## config.mk

```make
export PLATFORM = sky130hd
export DESIGN_NAME = ahb2apb_bridge
export DESIGN_NICKNAME = d
export VERILOG_FILES = /design/src/rtl/apb_bridge_pkg.sv /design/src/rtl/apb_psel_decoder.sv /design/src/rtl/ahb2apb_bridge.sv
export SDC_FILE = /design/constraint.sdc
export NUM_CORES = 1
export LEC_CHECK = 0
export ABC_CLOCK_PERIOD_IN_PS = 2900
export BUFFER_PORTS_ARGS = -buffer_cell sky130_fd_sc_hd__buf_2
export CAP_MARGIN = 20
export CORE_ASPECT_RATIO = 0.9
export CORE_MARGIN = 8
export CORE_UTILIZATION = 39
export DETAILED_ROUTE_END_ITERATION = 7
export GPL_TIMING_DRIVEN = 0
export PLACE_DENSITY = 0.77
export SLEW_MARGIN = 20
export SYNTH_ARGS = -nofsm -noshare
export SYNTH_HDL_FRONTEND = slang
export SYNTH_SLANG_ARGS = --single-unit
```

## constraint.sdc

```tcl
create_clock -name clk -period 2.9 [get_ports clk]
set_input_delay 0.58 -clock clk [delete_from_list [all_inputs] [get_ports clk]]
set_output_delay 0.58 -clock clk [all_outputs]
set_load 0.005 [all_outputs]
```

## src/rtl/apb_bridge_pkg.sv

```systemverilog
// Shared state encoding and address-map constants for the AHB-to-APB bridge.
package apb_bridge_pkg;

  typedef enum logic [1:0] {
    IDLE,
    SETUP,
    ACCESS,
    DONE
  } bridge_state_t;

  localparam int unsigned APB_WIN_SHIFT          = 12;
  localparam logic [31:0] DEFAULT_APB_BASE       = 32'h4000_D000;
  localparam int unsigned DEFAULT_TIMEOUT_CYCLES = 256;

endpackage

```

## src/rtl/apb_psel_decoder.sv

```systemverilog
// Maps a byte address onto one of NUM_PSEL 4 KB peripheral windows above APB_BASE.
module apb_psel_decoder
  import apb_bridge_pkg::*;
#(
  parameter int unsigned NUM_PSEL = 4,
  parameter logic [31:0] APB_BASE = DEFAULT_APB_BASE,
  parameter int unsigned IDX_W    = 2
) (
  input  logic [31:0]         addr,
  output logic [IDX_W-1:0]    idx,
  output logic [NUM_PSEL-1:0] onehot,
  output logic                valid
);

  localparam int unsigned WIN_W = 32 - APB_WIN_SHIFT;

  logic [WIN_W-1:0] win;

  // Addresses below the base wrap around on subtraction, so they are rejected explicitly.
  always_comb begin
    win    = WIN_W'((addr - APB_BASE) >> APB_WIN_SHIFT);
    valid  = (addr >= APB_BASE) && (win < WIN_W'(NUM_PSEL));
    idx    = win[IDX_W-1:0];
    onehot = '0;
    for (int i = 0; i < int'(NUM_PSEL); i++) begin
      onehot[i] = valid && (win == WIN_W'(i));
    end
  end

endmodule

```

## src/rtl/ahb2apb_bridge.sv

```systemverilog
// Converts single-beat AHB-side accesses into APB SETUP/ACCESS transfers.
// Optional ACCESS-phase timeout is enabled by defining APB_TIMEOUT_EN.
module ahb2apb_bridge
  import apb_bridge_pkg::*;
#(
  parameter int unsigned NUM_PSEL = 4,
  parameter logic [31:0] APB_BASE = DEFAULT_APB_BASE
`ifdef APB_TIMEOUT_EN
  , parameter int unsigned TIMEOUT_CYCLES = DEFAULT_TIMEOUT_CYCLES
`endif
) (
  input  logic                   clk,
  input  logic                   rst,
  input  logic                   hsel_i,
  input  logic [31:0]            haddr_i,
  input  logic [31:0]            hwdata_i,
  input  logic                   hwe_i,
  output logic [31:0]            hrdata_o,
  output logic                   hready_o,
  output logic                   herr_o,
  output logic [31:0]            paddr_o,
  output logic [31:0]            pwdata_o,
  output logic                   pwrite_o,
  output logic [NUM_PSEL-1:0]    psel_o,
  output logic                   penable_o,
  input  logic [32*NUM_PSEL-1:0] prdata_i,
  input  logic [NUM_PSEL-1:0]    pready_i,
  input  logic [NUM_PSEL-1:0]    pslverr_i
);

  localparam int unsigned IDX_W = (NUM_PSEL > 1) ? $clog2(NUM_PSEL) : 1;

  bridge_state_t state_q, state_d;

  logic [31:0]         addr_q;
  logic [31:0]         wdata_q;
  logic [31:0]         rdata_q;
  logic                write_q;
  logic                err_q;
  logic [31:0]         dec_addr;
  logic [IDX_W-1:0]    dec_idx;
  logic [NUM_PSEL-1:0] dec_onehot;
  logic                dec_valid;
  logic                sel_ready;
  logic                sel_slverr;
  logic [31:0]         sel_rdata;
  logic                timeout_hit;

  // One decoder serves both the IDLE capture and the select drive for the held address.
  assign dec_addr = (state_q == IDLE) ? haddr_i : addr_q;

  apb_psel_decoder #(
    .NUM_PSEL (NUM_PSEL),
    .APB_BASE (APB_BASE),
    .IDX_W    (IDX_W)
  ) u_decoder (
    .addr   (dec_addr),
    .idx    (dec_idx),
    .onehot (dec_onehot),
    .valid  (dec_valid)
  );

  assign sel_ready  = pready_i[dec_idx];
  assign sel_slverr = pslverr_i[dec_idx];
  assign sel_rdata  = prdata_i[32*dec_idx +: 32];

`ifdef APB_TIMEOUT_EN
  localparam int unsigned CNT_W = $clog2(TIMEOUT_CYCLES + 1);

  logic [CNT_W-1:0] wait_cnt_q;

  always_ff @(posedge clk or negedge rst) begin
    if (!rst) begin
      wait_cnt_q <= '0;
    end else if (state_q == SETUP) begin
      wait_cnt_q <= '0;
    end else if (state_q == ACCESS && !sel_ready) begin
      wait_cnt_q <= wait_cnt_q + 1'b1;
    end
  end

  assign timeout_hit = (state_q == ACCESS) && !sel_ready &&
                       (wait_cnt_q + 1'b1 == CNT_W'(TIMEOUT_CYCLES));
`else
  assign timeout_hit = 1'b0;
`endif

  // Out-of-range requests spend a dead SETUP cycle with no select so the error answers 2 cycles after the request.
  always_comb begin
    state_d   = state_q;
    psel_o    = '0;
    penable_o = 1'b0;
    hready_o  = 1'b0;
    herr_o    = 1'b0;
    case (state_q)
      IDLE: begin
        if (hsel_i) state_d = SETUP;
      end
      SETUP: begin
        psel_o  = dec_onehot;
        state_d = err_q ? DONE : ACCESS;
      end
      ACCESS: begin
        psel_o    = dec_onehot;
        penable_o = 1'b1;
        if (sel_ready || timeout_hit) state_d = DONE;
      end
      DONE: begin
        hready_o = 1'b1;
        herr_o   = err_q;
        state_d  = IDLE;
      end
      default: state_d = IDLE;
    endcase
  end

  always_ff @(posedge clk or negedge rst) begin
    if (!rst) begin
      state_q <= IDLE;
      addr_q  <= '0;
      wdata_q <= '0;
      write_q <= 1'b0;
      err_q   <= 1'b0;
      rdata_q <= '0;
    end else begin
      state_q <= state_d;
      case (state_q)
        IDLE: begin
          if (hsel_i) begin
            addr_q  <= haddr_i;
            wdata_q <= hwdata_i;
            write_q <= hwe_i;
            err_q   <= !dec_valid;
          end
        end
        SETUP: begin
          if (err_q) rdata_q <= '0;
        end
        ACCESS: begin
          if (sel_ready) begin
            rdata_q <= write_q ? '0 : sel_rdata;
            err_q   <= sel_slverr;
          end else if (timeout_hit) begin
            rdata_q <= '0;
            err_q   <= 1'b1;
          end
        end
        default: ;
      endcase
    end
  end

  assign paddr_o  = addr_q;
  assign pwdata_o = wdata_q;
  assign pwrite_o = write_q;
  assign hrdata_o = rdata_q;

endmodule
```

==> flow_summary.toml, run 1 <==
[placement]
dpl.hpwl_mm = 13.7
port-buffer-count = 307
gp_congestion = 0.828

[die]
die_x_um = 135
die_area_sq_um = 16600
start_util_pct = 39.5
ios = 308
num_rows = 39
core_area_sq_um = 12500
die_y_um = 123

[cells_and_area]
fin_nets = 868
antenna_cells = 0
fin_util_pct = 57.8
drive_gt1_share_pct = 71.3
fill_cells = 1043
area_delta_synth_final_pct = 46.2

[worst_setup_path]
cp-start-kind = "register"
ff2ff_setup_slack_ns = -0.03
setup.worst_path.end_class = "output pin"
cp.arrival_ns = 2.42
crit_type = "register to output pin"
critPathMaxFanout = 9
r2r_start = "state_q[1]$_DFFE_PN0P_"
ff2ff_path_depth = 14
r2r_end = "hrdata_o[15]$_DFFE_PN0P_"
cp.required_ns = 2.32

[run]
cap_viol_max_count = 0

[clock_tree]
cts_made_buffers = 9
cts_tree = "built"
clock_latency_ns = 0.34
postCtsHoldBufs = 0
clockBufferDepth = 2
cts_sinks = 100
cts_root_buffer = "clkbuf_16"
cts_max_level = 3
path_clk_slew_ns = 0.07

[timing]
setup_ws_ns = -0.102
rsz0062_at_grt = "true"
setup_violations = 31
drv_slew = 0
maxSlewHeadroom_pct = 60.4
min_period_over_period_pct = 104
fin_skew_ns = 0.00676
hold_violations = 0
timing.final.crit_period_ns = 3.00
clock.fmax_mhz = 333
tightest_slew_ns = 0.594
fin_setup_tns_ns = -0.471

[route]
via_count = 4222
drt_first_pass_iters = 4
detail_route.wl_per_cell_um = 19.6
via_per_inst = 5.11
first_iter_violations = 159
antenna_left = 0
wirelength_mm = 16.2
drc = 0

[pwr]
p_int_w = 0.00518
seq_power_share_pct = 31.2
power_frac_clock_pct = 13.9
leakagePower_nw = 3.65
power.switching_w = 0.00292
switching_share_pct = 36.1
ir_worst_vdd_mv = 0.522
power_frac_comb_pct = 54.8
power_density_nw_per_um2 = 1120

[logic_synthesis]
synth_edf_count = 0
yosys-top-cells-area = "dfrtp_1 (50%), mux4_2 (15%), mux2_2 (15%)"
yosysTopAreaCell = "dfrtp_1"
avgSynthCellArea_sq_um = 15.2
synth.distinct_cells = 44
async_flop_share_pct = 100
syn_area_sq_um = 4960
synth_seq_cells = 100
synth_most_common_cell = "dfrtp_1"
syn_nets = 535
ys_seq_area_share_pct = 50.5
yosys_warnings = 0
netlist.area_leader.share_pct = 50.5
synth_common_cells = "dfrtp_1 (100), mux2_2 (65), mux4_2 (33), a22o_1 (32), buf_2 (13)"
netlist_instances = 325
synth_top_flop_cell = "dfrtp_1"

[run_status]
status = "finished with violations"
violations = "setup timing"

[global_routing]
grt_use_total_pct = 19.6
grt_pass1_wl_mm = 25.7
grt_overflow = 0
grt_pass1_vias = 4954
grt_max_degree = 54
antenna_found_initial = 0

[min_path]
min_path_type = "input pin to async pin"
[worst max path at each step]
stage          cells after the start              startpoint  slack, ns                        to
2_1_floorplan                     11  state_q[0]$_DFFE_PN0P_       0.04         err_q$_DFFE_PN0P_
3_3_place_gp                      12  state_q[0]$_DFFE_PN0P_      -0.58  hrdata_o[10]$_DFFE_PN0P_
3_5_place_dp                      12  state_q[0]$_DFFE_PN0P_      -0.66  hrdata_o[25]$_DFFE_PN0P_
4_1_cts                            9  state_q[0]$_DFFE_PN0P_      -0.17                 psel_o[2]
5_1_grt                            9  state_q[0]$_DFFE_PN0P_      -0.26                 psel_o[2]
6_report                           9  state_q[1]$_DFFE_PN0P_      -0.10                 psel_o[2]
[repair_timing]
item,CTS,global route
hold endpoints to repair,0,0
resized for setup,17,3
setup buffers,12,2
pin swaps,9,4
setup endpoints to repair,39,38
[layout by cell type, fill, tap and decap left out, types with 5 or more instances in the layout]
master | synthesis | final
inv_1 | 8 | 6
a22o_1 | 32 | 32
ha_1 | 6 | 5
buf_2 | 13 | 314
nand2_1 | 7 | 7
buf_4 | 0 | 16
dfrtp_1 | 100 | 100
nor4_1 | 6 | 5
clkbuf_16 | 0 | 9
mux4_2 | 33 | 33
clkbuf_1 | 6 | 6
mux2_2 | 65 | 65
[metal layers]
metal / global-route usage [%] / part of all wire (%) / vias to the layer above
met5: 0 / 0 / -
met4: 5.19 / 1.5 / 0
met3: 7.84 / 9.9 / 20
met2: 35.3 / 52 / 193
met1: 21.1 / 37 / 2077
li1: - / - / 1932
[worst max-delay path, cell delays in order (launching register included)]
cell and delay, ns:
dfrtp_1 0.36, inv_2 0.06, ha_4 0.16, buf_8 0.13, nand3b_1 0.18, a221oi_2 0.31, mux2i_2 0.29, nand4_2 0.18
nor4b_2 0.24, buf_2 0.17
[power groups by stage]
| stage | logic [W] | clock network [W] | registers [W] |
|---|---|---|---|
| final | 0.00444 | 0.00113 | 0.00253 |
| after global placement | 0.00405 | 0 | 0.00250 |
| after detailed placement | 0.00416 | 0 | 0.00255 |
| after CTS | 0.00446 | 0.00117 | 0.00253 |
| after global routing | 0.00483 | 0.00123 | 0.00262 |
| after floorplan | 0.00257 | 0 | 0.00257 |
[state kept, by name (all words and copies together), names as in the netlist]
signal and cells:
hrdata_o 32, paddr_o 32, pwdata_o 32, state_q 2, err_q 1, pwrite_o 1
[cell type report]
type	instances	area [sq um]	share of cell area (%)
plain buffers	22	144	1.99
well taps	164	205	2.83
clock buffers	10	239	3.30
repair buffers	322	1680	23.2
inverters	8	30.0	0.415
multi-input cells	195	2400	33.1
clock inverters	6	46.3	0.639
flip-flops and latches	100	2500	34.5
[stage by stage]
stage | total power (W) | area, sq um | hold WS (ns) | setup WS, ns | std cells
2_1_floorplan | 0.00514 | 4970 | 0.284 | 0.0441 | 325
3_3_place_gp | 0.00655 | 6720 | 0.481 | -0.577 | 796
3_5_place_dp | 0.00671 | 6750 | 0.486 | -0.661 | 797
4_1_cts | 0.00815 | 7210 | 0.167 | -0.174 | 825
5_1_grt | 0.00869 | 7240 | 0.182 | -0.258 | 827
6_report | 0.00810 | 7240 | 0.160 | -0.102 | 827
[kinds of logic after synthesis]
logic type | Yosys count | share of synthesized area (%)
buffers and inverters | 30 | 2.83
AO/OA/AOI/OAI | 45 | 8.36
adder cells (fa/ha/maj) | 6 | 1.51
multiplexers | 107 | 31.9
flip-flops | 100 | 50.5
AND/OR/NAND/NOR | 37 | 4.87
Note: power is estimated with default switching activity, not from simulation.
==> inputs of run 2 (changes only) <==
ABC_AREA = 1   (was unset)
CORE_MARGIN = unset   (was 8)
CORE_UTILIZATION = 42   (was 39)
PLACE_DENSITY = 0.78   (was 0.77)
==> run 2 against run 1 <==
Effect of this change:
- the flow still finishes with violations (setup timing)
- total power grew 33%
- synthesized cell count grew 140%
- design area rose by 16%
- synthesized area up 19%
- worst hold slack got worse by 0.060 ns
- critical path depth rose by 8
- setup slack worse by 0.19 ns
==> flow_summary.toml, run 2 <==
[timing]
rsz0062_at_grt = "true"
setup_ws_ns = -0.289
holdWs_ns = 0.101
clock.fmax_mhz = 314
tightest_slew_ns = 0.646
fin_skew_ns = 0.00820
maxSlewHeadroom_pct = 56.9
min_period_over_period_pct = 110
timing.final.crit_period_ns = 3.19
hold_violations = 0
drv_slew = 0
setup_violations = 4

[logic_synthesis]
yosysTopAreaCell = "dfrtp_1"
syn_area_sq_um = 5890
syn_nets = 987
synth.distinct_cells = 27
ys_seq_area_share_pct = 42.5
synth.area.mux_share_pct = 8.80
synth_compound_area_share_pct = 15.8
synth_most_common_cell = "nand2_1"
avgSynthCellArea_sq_um = 7.58
netlist.area_leader.share_pct = 42.5
synth_common_cells = "nand2_1 (219), o21ai_0 (128), dfrtp_1 (100), nor2_1 (96), inv_1 (50)"
synthXorXnorAreaFrac_pct = 0.149
synthAdderAreaFrac_pct = 1.28
netlist_instances = 777
synth_top_flop_cell = "dfrtp_1"
synth_edf_count = 0
yosys_warnings = 0
synth_seq_cells = 100
async_flop_share_pct = 100
yosys.area_share.simple_pct = 24.0
yosys-top-cells-area = "dfrtp_1 (43%), nand2_1 (14%), o21ai_0 (11%)"
synth_top_family_by_area = "simple AND/OR/NAND/NOR gates"

[pwr]
ir_worst_vdd_mv = 0.588
finalPower_w = 0.0108
leakagePower_nw = 4.40
power_density_nw_per_um2 = 1280

[die]
die_y_um = 114
ios = 308
num_rows = 40
die_area_sq_um = 14500
core_area_sq_um = 13500
die_x_um = 127
start_util_pct = 43.6

[cells_and_area]
area_delta_synth_final_pct = 42.6
layout.cells.most_common_list = "buf_2 (316), nand2_1 (210), o21ai_0 (124)"
instances_no_fill = 1296
fin_util_pct = 62.1
final_common_cell = "buf_2"
fin_nets = 1329
drive_gt1_share_pct = 41.3

[global_routing]
grt_pass1_wl_mm = 31.9
antenna_found_initial = 3
grt_overflow = 0
grt_use_total_pct = 28.2
grt_max_degree = 70
grt_pass1_vias = 6496

[route]
wl_met1_mm = 8.13
antenna_left = 0
drt_first_pass_iters = 5
wirelength_mm = 20.4
detail_route.wl_per_cell_um = 15.8
via_per_inst = 5.17
via_count = 6703
wl_met3_mm = 1.47
wl_met2_mm = 10.3
drc = 0
routed.top_layer = "met4"
first_iter_violations = 370

[placement]
dpl.hpwl_mm = 15.4
gp_congestion = 0.923
port-buffer-count = 307
dp.cells = 1253

[clock_tree]
cts_tree = "built"
clockBufferDepth = 2
postCtsHoldBufs = 0
cts_made_buffers = 9
cts_max_level = 3
cts_root_buffer = "clkbuf_16"
cts_sinks = 100
clock_latency_ns = 0.36
path_clk_slew_ns = 0.08

[worst_setup_path]
critPathTopFamily = "simple AND/OR/NAND/NOR gates"
r2r_end = "err_q$_DFFE_PN0P_"
cp.required_ns = 2.32
cp_num_buf_inv = 5
cp.arrival_ns = 2.61
r2r_start = "state_q[1]$_DFFE_PN0P_"
critPathMaxStageDelay_ns = 0.38
ff2ff_setup_slack_ns = 0.14
crit_chain = "inv_2 -> ha_4 -> inv_4 -> buf_8 -> buf_6 -> nand2_1 -> nand2_1 -> nand2_1 -> nor2_2 -> nand2_1 -> nand3b_1 -> nand2_1 -> nand3_1 -> nor2_2 -> nand2_2 -> nor3_2 -> buf_2"
cp-start-kind = "register"
crit_type = "register to output pin"
cpMostUsedCell = "nand2_1"
setup.worst_path.end_class = "output pin"
ff2ff_path_depth = 21
critPathMaxFanout = 10
cp-startpoint = "state_q[1]$_DFFE_PN0P_"
crit_path_top_delay_cell = "dfrtp_1"

[min_path]
min_path_type = "input pin to async pin"

[run_status]
status = "finished with violations"
violations = "setup timing"

[run]
cap_viol_max_count = 0
[run 2: worst max-delay path by stage]
stage | endpoint | cells past startpoint | slack (ns)
6_report | psel_o[0] | 17 | -0.29
5_1_grt | psel_o[2] | 16 | -0.49
4_1_cts | psel_o[0] | 17 | -0.36
3_5_place_dp | hrdata_o[28]$_DFFE_PN0P_ | 13 | -0.69
3_3_place_gp | hrdata_o[25]$_DFFE_PN0P_ | 13 | -0.71
2_1_floorplan | hrdata_o[10]$_DFFE_PN0P_ | 14 | 0.31
[run 2: timing repair]
action,4_1_cts,5_1_grt
buffers inserted,15,6
cloned,1,2
setup endpoints to repair,39,38
resized for setup,34,24
pin swaps,9,11
[run 2: kinds of logic after synthesis]
family	after synthesis
simple gates	350
compound gates	175
flops	100
buf+inv	99
mux	46
fa+ha+maj	6
xor+xnor	1
[run 2: per-stage QoR]
stage	TNS (ns)	setup slack [ns]	area, sq um
CTS	-1.26	-0.362	8230
detailed placement	-22.36	-0.695	7670
floorplan	0	0.307	5890
global placement	-23.21	-0.709	7630
finish	-1.12	-0.289	8400
global route	-1.90	-0.490	8390
[run 2: area by class of cell]
cell class | instances | area [sq um]
diodes | 4 | 10.0
plain buffers | 45 | 304
clock buffers | 9 | 225
clock inverters | 7 | 105
fillers | 1232 | 5120
inverters | 53 | 205
multi-input cells | 579 | 3060
flip-flops and latches | 100 | 2500
well taps | 168 | 210
repair buffers | 331 | 1780
[run 2: routing by layer]
metal | vias up | track usage [%]
met1 | 3105 | 32.2
met3 | 47 | 5.79
li1 | 3226 | -
met4 | 0 | 11.9
met2 | 325 | 51.6
met5 | - | 0
[run 2: power breakdown]
group | internal, W | leakage [nW] | switching (W)
sequential | 0.00207 | 1.26 | 0.000399
combinational | 0.00293 | 2.98 | 0.00405
clock | 0.000704 | 0.161 | 0.000617
total | 0.00571 | 4.40 | 0.00507
